`src/rtl/method_call_arbiter.sv`:
```
`default_nettype none
// ============================================================================
// Module      : method_call_arbiter
// Description : Shares one exported method instance between NUM_REQ
//               requesters. Calls are granted round-robin and issued
//               combinationally. The index of each granted requester is
//               recorded in an in-order tag FIFO. Method results are routed
//               back to the owner at the tag FIFO head.
// Revision    : 1.0 - initial release
// ============================================================================
module method_call_arbiter #(
  parameter int NUM_REQ   = 4,
  parameter int DATA_W    = 32,
  parameter int TAG_DEPTH = 16
) (
  input  logic                          clk,
  input  logic                          rst,               // active-low, asynchronous
  input  logic [NUM_REQ-1:0]            req_valid_in,
  input  logic [NUM_REQ*DATA_W-1:0]     req_x_in,
  output logic [NUM_REQ-1:0]            req_rdy_out,
  output logic [NUM_REQ-1:0]            rsp_valid_out,
  output logic [DATA_W-1:0]             rsp_result_out,
  input  logic [NUM_REQ-1:0]            rsp_rdy_in,
  output logic                          method_valid_out,
  output logic [DATA_W-1:0]             method_x_out,
  input  logic                          method_rdy_in,
  output logic                          method_rden_out,
  input  logic                          method_empty_in,
  input  logic [DATA_W-1:0]             method_result_in,
  output logic [$clog2(TAG_DEPTH):0]    outstanding_out,
  output logic                          tag_error_out
);

  localparam int IDX_W = $clog2(NUM_REQ);
  localparam int PTR_W = $clog2(TAG_DEPTH);
  localparam int CNT_W = PTR_W + 1;

  localparam logic [CNT_W-1:0] DEPTH_CNT   = CNT_W'(TAG_DEPTH);
  localparam logic [IDX_W:0]   NUM_REQ_EXT = (IDX_W+1)'(NUM_REQ);
  localparam logic [IDX_W-1:0] LAST_IDX    = IDX_W'(NUM_REQ - 1);

  // Registered state
  logic [IDX_W-1:0] last_grant_q, last_grant_d;
  logic [PTR_W-1:0] wr_ptr_q, wr_ptr_d;
  logic [PTR_W-1:0] rd_ptr_q, rd_ptr_d;
  logic [CNT_W-1:0] outstanding_q, outstanding_d;
  logic             tag_error_q, tag_error_d;
  logic [IDX_W-1:0] tag_mem_q [TAG_DEPTH];

  // Combinational
  logic             w_tag_full;
  logic             w_tag_empty;
  logic             w_call_ok;
  logic             w_grant_found;
  logic [IDX_W-1:0] w_grant_idx;
  logic [IDX_W:0]   w_arb_cand;
  logic [IDX_W-1:0] w_head_tag;
  logic             w_rsp_go;
  logic             w_push;
  logic             w_pop;

  // The occupancy count provides the full/empty distinction.
  // The pointers simply wrap modulo TAG_DEPTH.
  assign w_tag_full  = (outstanding_q == DEPTH_CNT);
  assign w_tag_empty = (outstanding_q == '0);

  // Calls are allowed only out of reset, with the method ready and a free tag slot.
  // A pop in the same cycle does not free a slot for this cycle's grant.
  assign w_call_ok = rst & method_rdy_in & ~w_tag_full;

  // Round-robin search that starts one past the last accepted grant.
  always_comb begin
    w_grant_found = 1'b0;
    w_grant_idx   = last_grant_q;
    w_arb_cand    = '0;
    for (int i = 1; i <= NUM_REQ; i++) begin
      w_arb_cand = {1'b0, last_grant_q} + (IDX_W+1)'(i);
      if (w_arb_cand >= NUM_REQ_EXT) begin
        w_arb_cand = w_arb_cand - NUM_REQ_EXT;
      end
      if (!w_grant_found && req_valid_in[w_arb_cand[IDX_W-1:0]]) begin
        w_grant_found = 1'b1;
        w_grant_idx   = w_arb_cand[IDX_W-1:0];
      end
    end
  end

  // Call path: one-hot grant, and mux the granted argument onto the method.
  always_comb begin
    method_valid_out = w_call_ok & w_grant_found;
    req_rdy_out      = '0;
    method_x_out     = '0;
    if (method_valid_out) begin
      req_rdy_out[w_grant_idx] = 1'b1;
      for (int i = 0; i < NUM_REQ; i++) begin
        if (w_grant_idx == IDX_W'(i)) begin
          method_x_out = req_x_in[i*DATA_W +: DATA_W];
        end
      end
    end
  end

  assign w_head_tag = tag_mem_q[rd_ptr_q];

  // A result is routed only when the method has one and a tag is waiting for it.
  assign w_rsp_go = rst & ~method_empty_in & ~w_tag_empty;

  // Return path: present the result to the head owner, and pop when that owner accepts it.
  always_comb begin
    rsp_valid_out   = '0;
    rsp_result_out  = '0;
    method_rden_out = 1'b0;
    if (w_rsp_go) begin
      rsp_valid_out[w_head_tag] = 1'b1;
      rsp_result_out            = method_result_in;
      method_rden_out           = rsp_rdy_in[w_head_tag];
    end
  end

  assign w_push = method_valid_out;
  assign w_pop  = method_rden_out;

  // Next-state logic for the arbiter pointer, the tag FIFO bookkeeping and the sticky error flag.
  always_comb begin
    last_grant_d  = w_push ? w_grant_idx : last_grant_q;
    wr_ptr_d      = w_push ? wr_ptr_q + PTR_W'(1) : wr_ptr_q;
    rd_ptr_d      = w_pop  ? rd_ptr_q + PTR_W'(1) : rd_ptr_q;
    outstanding_d = outstanding_q;
    case ({w_push, w_pop})
      2'b10:   outstanding_d = outstanding_q + CNT_W'(1);
      2'b01:   outstanding_d = outstanding_q - CNT_W'(1);
      default: outstanding_d = outstanding_q;
    endcase
    // A result with no outstanding tag is an orphan.
    // Flag it, and never pop it.
    tag_error_d = tag_error_q | (~method_empty_in & w_tag_empty);
  end

  // State registers.
  // Reset discards every outstanding tag immediately.
  always_ff @(posedge clk or negedge rst) begin
    if (!rst) begin
      last_grant_q  <= LAST_IDX;
      wr_ptr_q      <= '0;
      rd_ptr_q      <= '0;
      outstanding_q <= '0;
      tag_error_q   <= 1'b0;
    end else begin
      last_grant_q  <= last_grant_d;
      wr_ptr_q      <= wr_ptr_d;
      rd_ptr_q      <= rd_ptr_d;
      outstanding_q <= outstanding_d;
      tag_error_q   <= tag_error_d;
    end
  end

  // Tag storage.
  // It is cleared on reset so that the head tag is never unknown.
  always_ff @(posedge clk or negedge rst) begin
    if (!rst) begin
      for (int i = 0; i < TAG_DEPTH; i++) begin
        tag_mem_q[i] <= '0;
      end
    end else if (w_push) begin
      tag_mem_q[wr_ptr_q] <= w_grant_idx;
    end
  end

  assign outstanding_out = outstanding_q;
  assign tag_error_out   = tag_error_q;

endmodule
`default_nettype wire

```
`config.mk`:
```
export PLATFORM = sky130hd
export DESIGN_NAME = method_call_arbiter
export DESIGN_NICKNAME = d
export VERILOG_FILES = /design/src/rtl/method_call_arbiter.sv
export SDC_FILE = /design/constraint.sdc
export NUM_CORES = 1
export LEC_CHECK = 0
export BUFFER_PORTS_ARGS = -buffer_cell sky130_fd_sc_hd__buf_2
export CAP_MARGIN = 5
export CELL_PAD_IN_SITES_DETAIL_PLACEMENT = 0
export CELL_PAD_IN_SITES_GLOBAL_PLACEMENT = 1
export CORE_UTILIZATION = 29
export DETAILED_ROUTE_END_ITERATION = 10
export PLACE_DENSITY = 0.79
export SYNTH_ARGS = -nofsm -noshare
export SYNTH_HDL_FRONTEND = slang
export SYNTH_SLANG_ARGS = --single-unit
```
`constraint.sdc`:
```
create_clock -name clk -period 3.9 [get_ports clk]
set_clock_uncertainty 0.15 [all_clocks]
set_input_delay 0.78 -clock clk [delete_from_list [all_inputs] [get_ports clk]]
set_output_delay 0.78 -clock clk [all_outputs]
set_load 0.02 [all_outputs]
```
==> reports/metrics.cfg, run 1 <==
[timing]
finalSetupViolations=0
max_slew_margin_pct=60.7
rsz0062_at_grt=no
finalMaxSlewViolations=0
worstMarginPinSlew_ns=0.590
hold_violations=0
period_share_pct=91.7
max_freq_mhz=279
fin_crit_ns=3.58
tns_ns=0

[synth]
synth-edff-count=0
yosysSeqAreaShare_pct=32.6
yosys_warnings=0
synth_area_mm2=0.00369
yosysUniqueCellTypes=41
syn_area_per_cell_um2=8.11
syn_nets=637
ys_ff_latch=48
ys.flop_type=dfrtp_1
syn_inst=455
postSynth.asyncResetShare_pct=100

[global_routing]
grt_pass1_wl_mm=21.5
grtUsageTotal_pct=21.4
grt_overflow=0
antenna_found_initial=6
grt_pass1_vias=4261
grt_start_max_net_pins=48

[setup_path]
crit_top_cell=mux4_2
reg2reg_setup_slack_ns=0.32
r2r_cells=11
critPathMaxFanout=6
crit_chain=mux4_2 -> mux4_2 -> mux2i_2 -> o22ai_4 -> ha_2 -> fa_1 -> a21o_1 -> a21oi_1 -> xor2_1 -> nor2_1 -> xnor2_1
required_ns=3.92
worstSetupStartpointType=register
cp-endpoint=outstanding_out[4]
r2r_start=rd_ptr_q[2]
rr_endpoint=outstanding_out[4]
end_kind=register
arrival_ns=3.60
cp_slowest_cell=mux4_2
startpoint=rd_ptr_q[2]
critPathKind=register to register
max_stage_delay_ns=0.56

[die]
die_width_um=115
pin_count=252
fp.dieArea_mm2=0.0132
core_mm2=0.0122
start_util_pct=30.2
die_h_um=115
rows=40

[drt]
drt_pre_antenna_iters=5
vias_per_cell=4.90
drc=0
routed_wl_mm=14.3
post_drt_wl_per_cell_um=16.3
drt_iter0_drc=137
drtAntennaViolNets=0
via_count=4310

[job]
maxCapViolCount=0

[finish]
nets=887
final_cell_mix=buf_2 (251), nand2_1 (130), a21oi_1 (56)
final_common_cell=buf_2
seqCellArea_mm2=0.00121
finalInstanceArea_mm2=0.00545
finalNonFillerCells=879
nFillCells=1274
multiInputGateArea_mm2=0.00238
area_growth_pct=47.6
drive_gt1_share_pct=46.5

[cts]
clk_path_buf_depth=2
path_clk_slew_ns=0.07
cts.sinks=48
cts-htree-levels=2
cts_hold_buf=0
root_buffer=clkbuf_16
numCtsBuffers=5
cts_tree=done
clkLatencyLatePin_ns=0.28

[worst_hold_path]
worstHoldPathType=primary input to async pin

[placed_design]
hpwl_mm=11.7
numPortBuffers=251
dpl_cell_area_mm2=0.00520
dp.cells=860
routabilityCongestion=0.846

[power]
power_w=0.00362
p_leak_nw=2.82
vdd_ir_drop_max_mv=0.300
cellPowerDensity_mw_per_mm2=664

[run_status]
status=completed

==> per-stage QoR <==
stage	hold WS (ns)	util (%)	setup WS, ns
after global placement	0.312	42.6	0.164
final	0.148	44.6	0.322
after CTS	0.146	44.1	0.0403
after global routing	0.139	44.6	0.0716
after floorplan	0.292	-	0.370
after detailed placement	0.317	42.6	0.0672
==> flip-flops by register name (all words and copies together) (netlist names) <==
name and flops:
tag_mem_q 32, tag_error_out 1, rd_ptr_q 4, wr_ptr_q 4, outstanding_out 5, last_grant_q 2
==> where the power goes <==
group          total, W  switching [W]  internal, W  leakage, nW
clock          0.000542       0.000178     0.000364       0.0899
combinational   0.00213        0.00118     0.000949         2.13
sequential     0.000951       0.000224     0.000727        0.604
==> cells in the mapped netlist, types with 2 or more instances <==
| cell | number | area share [%] |
|---|---|---|
| a21o_1 | 3 | 0.61 |
| a21oi_1 | 57 | 7.7 |
| a31oi_1 | 8 | 1.4 |
| and2_1 | 32 | 5.4 |
| and3_1 | 2 | 0.34 |
| clkbuf_1 | 27 | 2.7 |
| dfrtp_1 | 46 | 31 |
| dfstp_2 | 2 | 1.4 |
| ha_1 | 9 | 3.1 |
| inv_1 | 5 | 0.51 |
| mux2_2 | 26 | 7.9 |
| mux2i_1 | 2 | 0.54 |
| mux2i_2 | 2 | 0.75 |
| mux4_1 | 4 | 2.8 |
| mux4_2 | 6 | 3.7 |
| nand2_1 | 130 | 13 |
| nand2b_1 | 3 | 0.51 |
| nand3_1 | 2 | 0.27 |
| nand3b_1 | 2 | 0.41 |
| nand4_1 | 2 | 0.34 |
| nor2_1 | 11 | 1.1 |
| nor3_1 | 3 | 0.41 |
| nor4_1 | 2 | 0.34 |
| o21ai_0 | 38 | 5.2 |
| o221ai_1 | 6 | 1.4 |
| xnor2_1 | 8 | 1.9 |
| xor2_1 | 3 | 0.71 |
==> cell type report <==
| class | instances | area share, % |
|---|---|---|
| clock inverter | 2 | 1.10 |
| multi-input combinational | 372 | 43.7 |
| clock buffer | 5 | 2.30 |
| antenna | 6 | 0.276 |
| sequential | 48 | 22.2 |
| inverter | 5 | 0.345 |
| tap | 168 | 3.86 |
| timing repair buffer | 273 | 26.3 |
==> kinds of logic after synthesis <==
| group | after synthesis | synth area share, % |
|---|---|---|
| adders and majority gates | 10 | 3.59 |
| buffers and inverters | 35 | 3.80 |
| AOI/OAI and AO/OA | 118 | 18.0 |
| xor gates and xnor gates | 11 | 2.61 |
| muxes | 41 | 16.1 |
| DFF | 48 | 32.6 |
| and+or+nand+nor | 192 | 23.2 |
==> worst min path at each step <==
stage / from / endpoint / slack, ns / depth (start not counted)
6_report: rst / tag_error_out / 0.15 / 1
5_1_grt: rst / tag_error_out / 0.14 / 1
2_1_floorplan: tag_mem_q[2] / tag_mem_q[2] / 0.29 / 2
3_5_place_dp: tag_error_out / tag_error_out / 0.32 / 1
3_3_place_gp: tag_mem_q[1] / tag_mem_q[1] / 0.31 / 2
4_1_cts: rst / tag_error_out / 0.15 / 1
==> per-layer routing <==
layer  track usage [%]  wire (µm)
met4              7.62        201
met2              41.5       7890
met3              4.11        981
met1              22.9       5240
met5                 0          0
==> repair_timing <==
action | 4_1_cts | 5_1_grt
endpoints found under the setup margin | 0 | 1
hold endpoints to repair | 0 | 0
buffers inserted | 0 | 6
gates resized for setup | 0 | 3
==> critical path: cells and delay by family (launching register included) <==
| kind | cells | cell delay [ns] |
|---|---|---|
| xor+xnor | 2 | 0.32 |
| simple gates | 1 | 0.08 |
| mux | 3 | 1.34 |
| compound gates | 3 | 0.48 |
| fa+ha+maj | 2 | 0.64 |
| flops | 1 | 0.45 |
(Power assumes the default switching activity.)
==> run 2, diff against run 1 <==
CORE_UTILIZATION = 31   (was 29)
PLACE_DENSITY = 0.84   (was 0.79)
clock period = 4.2 ns   (was 3.9 ns; I/O delays follow)
==> run 2 against run 1 <==
The flow now finishes with violations (DRC). Flip-flop and latch count unchanged. Die area decreased by 6.3%. Via count is 0.60% higher. Combinational power decreased by 11%. Count of clock-buffer cells in the layout is 1 higher. Utilization rose by 1.5 points. Cell count is 3.9% lower. Sequential power down 6.5%. Fmax decreased by 7.1%. First-iteration DRC count is 85% higher. Critical path type unchanged. Critical endpoint unchanged. Largest power group unchanged.
==> reports/metrics.cfg, run 2 (synthesis gave the netlist of run 1 again) <==
[run_status]
status=finished, violations left
failed_checks=DRC

[setup_path]
r2r_start=rd_ptr_q[2]
rr_endpoint=outstanding_out[4]
critPathKind=register to register
arrival_ns=3.88
reg2reg_setup_slack_ns=0.35
worstSetupStartpointType=register
critPathMaxFanout=10
end_kind=register
r2r_cells=11
required_ns=4.23

[finish]
drive_gt1_share_pct=45.3
nets=878
largest_reg_flops=32
final_cell_mix=buf_2 (251), nand2_1 (130), a21oi_1 (56)
area_growth_pct=43.8
top_register=tag_mem_q
final_common_cell=buf_2

[drt]
drt_iter0_drc=254
drtAntennaViolNets=0
vias_per_cell=5.13
via_count=4336
post_drt_wl_per_cell_um=16.4
drc=40
drt_pre_antenna_iters=8
routed_wl_mm=13.8

[cts]
clkLatencyLatePin_ns=0.29
cts-htree-levels=2
path_clk_slew_ns=0.07
cts.sinks=48
cts_tree=done
cts_setup_buffers=0
numCtsBuffers=5
ctsResizeCount=0
root_buffer=clkbuf_16
clk_path_buf_depth=2
cts_hold_buf=0

[timing]
worstMarginPinSlew_ns=0.657
period_share_pct=91.7
fin_crit_ns=3.85
finalSetupViolations=0
timing.final.ws_setup_ns=0.348
max_slew_margin_pct=55.8
max_freq_mhz=260
finalMaxSlewViolations=0
rsz0062_at_grt=no
hold_violations=0
tns_ns=0
hold_ws_ns=0.215

[power]
combPwrFrac_pct=58.7
switching_power_w=0.00145
vdd_ir_drop_max_mv=0.193
switching_share_pct=45.0
cellPowerDensity_mw_per_mm2=609
clkPwrFrac_pct=13.7
p_leak_nw=2.77
seq_power_share_pct=27.5
p_int_w=0.00178

[die]
fp.dieArea_mm2=0.0123
die_h_um=111
core_mm2=0.0115
rows=39
start_util_pct=32.0
die_width_um=111
pin_count=252

[placed_design]
hpwl_mm=11.3
pre_cts_ws_ns=0.320
routabilityCongestion=0.898
numPortBuffers=251

[global_routing]
grt_overflow=0
grt_start_max_net_pins=48
grt_pass1_wl_mm=21.4
antenna_found_initial=5
grt_pass1_vias=4305
grtUsageTotal_pct=21.8

[job]
maxCapViolCount=0

[worst_hold_path]
worstHoldPathType=primary input to async pin

## run 2: cell types whose count changed in the layout (fill, tap and decap cells not counted), sizes merged
cell,before,now
bufinv,2,1
buf,272,264
diode,6,5
clkinv,0,1
## run 2: layout make-up
class	count	area [µm²]
inverters	5	18.8
well taps	143	179
flip-flops and latches	48	1200
fillers	1190	6210
multi-input cells	372	2380
clock inverters	2	35.0
diodes	5	12.5
repair buffers	264	1350
clock buffers	6	129
## run 2: power groups by stage
stage,logic [W],clock network [W],registers [W]
5_1_grt,0.00209,0.000470,0.000925
6_report,0.00190,0.000444,0.000889
2_1_floorplan,0.00138,0,0.000807
4_1_cts,0.00191,0.000450,0.000891
3_3_place_gp,0.00185,0,0.000883
3_5_place_dp,0.00190,0,0.000899
## run 2: stage by stage
stage,power (W),util (%),instances,cell area (µm²)
4_1_cts,0.00325,46.0,840,5300
3_3_place_gp,0.00274,44.6,832,5130
5_1_grt,0.00348,46.1,845,5310
6_report,0.00323,46.1,845,5310
3_5_place_dp,0.00280,44.6,832,5130
2_1_floorplan,0.00219,-,455,3690
## run 2: routing by layer
layer,up-vias,global-route usage [%],part of all wire (%)
met4,0,9.91,3.2
met3,25,4.37,7.4
li1,2062,-,-
met2,221,41.0,52
met5,-,0,0
met1,2028,23.5,38
## run 2: critical path: stages, from the launching register on
cell and delay [ns]:
dfrtp_1 0.62, mux4_2 0.58, mux4_2 0.56, mux2i_2 0.26, o22ai_4 0.14, ha_1 0.29, fa_1 0.43, a21o_1 0.19
a21oi_1 0.16, xor2_1 0.16, nor2_1 0.07, xnor2_1 0.13
## run 2: worst max-delay path by stage
stage | startpoint | to | slack (ns) | cells past startpoint
6_report | rd_ptr_q[2] | outstanding_out[4] | 0.35 | 11
5_1_grt | rd_ptr_q[2] | outstanding_out[4] | 0.19 | 11
4_1_cts | rd_ptr_q[2] | outstanding_out[4] | 0.32 | 11
3_5_place_dp | rd_ptr_q[2] | outstanding_out[4] | 0.32 | 11
3_3_place_gp | rd_ptr_q[2] | outstanding_out[4] | 0.44 | 11
2_1_floorplan | method_rdy_in | method_x_out[10] | 0.55 | 7
==> run 3, diff against run 2 <==
CORE_ASPECT_RATIO = 1.2   (was not set)
PLACE_DENSITY = 0.88   (was 0.84)
==> run 3 against run 2 <==
The flow now finishes without violations. Utilization shrank 0.41 points. Clock power shrank 11%. Non-clock buffer count shrank 2. Fmax shrank 2.7%. Register-to-register slack lost 0.11 ns. Routed wire length grew 0.38%. Cell count grew 1.1%. Sequential power shrank 0.6%. Combinational power is essentially flat. Sequential share of layout area grew 0.10 points. Largest power group unchanged.
==> reports/metrics.cfg, run 3 (synthesis gave the netlist of run 1 again) <==
[setup_path]
r2r_start=rd_ptr_q[2]
end_kind=register
critPathKind=register to register
reg2reg_setup_slack_ns=0.24
r2r_cells=11
worstSetupStartpointType=register
required_ns=4.23
arrival_ns=3.99
rr_endpoint=outstanding_out[4]
critPathMaxFanout=10

[drt]
drtAntennaViolNets=0
drt_iter0_drc=223
drc=0
routed_wl_mm=13.9
via_count=4292
drt_pre_antenna_iters=5
post_drt_wl_per_cell_um=16.3
vias_per_cell=5.03

[placed_design]
routabilityCongestion=0.903
numPortBuffers=251
hpwl_mm=11.5
pre_cts_ws_ns=0.253
dpl_cell_area_mm2=0.00513

[global_routing]
grt_start_max_net_pins=48
grtUsageTotal_pct=22.7
grt_overflow=0
antenna_found_initial=2
grt_pass1_vias=4243
grt_pass1_wl_mm=21.3

[finish]
area_growth_pct=43.2
nets=876
final_common_cell=buf_2
top_register=tag_mem_q
largest_reg_flops=32
drive_gt1_share_pct=45.5
final_cell_mix=buf_2 (251), nand2_1 (130), a21oi_1 (56)
finalInstanceArea_mm2=0.00528

[cts]
cts-htree-levels=2
cts_hold_buf=0
clk_path_buf_depth=2
path_clk_slew_ns=0.07
numCtsBuffers=5
root_buffer=clkbuf_16
cts_setup_buffers=0
cts_tree=done
cts.sinks=48
clkLatencyLatePin_ns=0.29

[timing]
hold_violations=0
rsz0062_at_grt=no
tns_ns=0
timing.final.ws_setup_ns=0.242
fin_crit_ns=3.96
period_share_pct=94.2
max_freq_mhz=253
worstMarginPinSlew_ns=0.750
max_slew_margin_pct=50.0
finalSetupViolations=0
finalMaxSlewViolations=0

[power]
cellPowerDensity_mw_per_mm2=598
vdd_ir_drop_max_mv=0.221
p_leak_nw=2.74

[die]
pin_count=252
fp.dieArea_mm2=0.0123
start_util_pct=31.9
core_mm2=0.0116
die_width_um=102
die_h_um=122
rows=43

[job]
maxCapViolCount=0

[worst_hold_path]
worstHoldPathType=primary input to async pin

[run_status]
status=completed

-- run 3: final cells by class --
type	instances	area, µm²
flip-flops and latches	48	1200
well taps	157	196
diodes	2	5.00
inverters	5	18.8
clock buffers	5	125
clock inverters	3	23.8
fillers	1092	6280
repair buffers	262	1340
multi-input cells	372	2370
-- run 3: critical path: stages (launching register included) --
cell     delay (ns)
dfrtp_1        0.65
mux4_2         0.61
mux4_2         0.55
mux2i_2        0.26
o22ai_4        0.15
ha_1           0.29
fa_1           0.43
a21o_1         0.19
a21oi_1        0.16
xor2_1         0.20
nor2_1         0.07
xnor2_1        0.13
-- run 3: stage by stage --
stage               std cells  hold slack, ns  total power (W)  utilization [%]
global route              854           0.191          0.00341             45.7
finish                    854           0.194          0.00316             45.7
global placement          844           0.309          0.00271             44.3
CTS                       852           0.193          0.00318             45.6
floorplan                 455           0.292          0.00219                -
detailed placement        844           0.315          0.00278             44.3
-- run 3: worst max path at each step --
stage                  startpoint                 end  cells after the start
floorplan           method_rdy_in    method_x_out[10]                      7
global placement      rd_ptr_q[2]  outstanding_out[4]                     11
detailed placement    rd_ptr_q[2]  outstanding_out[4]                     11
CTS                   rd_ptr_q[2]  outstanding_out[4]                     11
global route          rd_ptr_q[2]  outstanding_out[4]                     11
finish                rd_ptr_q[2]  outstanding_out[4]                     11
-- run 3: where the power goes --
| group | switching, W | leakage (nW) | internal (W) |
|---|---|---|---|
| clock | 0.000175 | 0.0660 | 0.000221 |
| combinational | 0.00107 | 2.07 | 0.000809 |
| sequential | 0.000213 | 0.606 | 0.000672 |
| total | 0.00146 | 2.74 | 0.00170 |
-- run 3: what timing repair did --
action,in CTS,in global routing
gates resized for setup,0,1
hold endpoints to repair,0,0
setup endpoints to repair,0,1
-- run 3: routing by layer --
layer / part of all wire (%) / track usage, % / vias to the layer above
li1: - / - / 2049
met1: 38 / 25.8 / 1964
met2: 52 / 42.7 / 256
met3: 8.0 / 3.57 / 23
met4: 2.2 / 7.34 / 0
met5: 0 / 0 / -
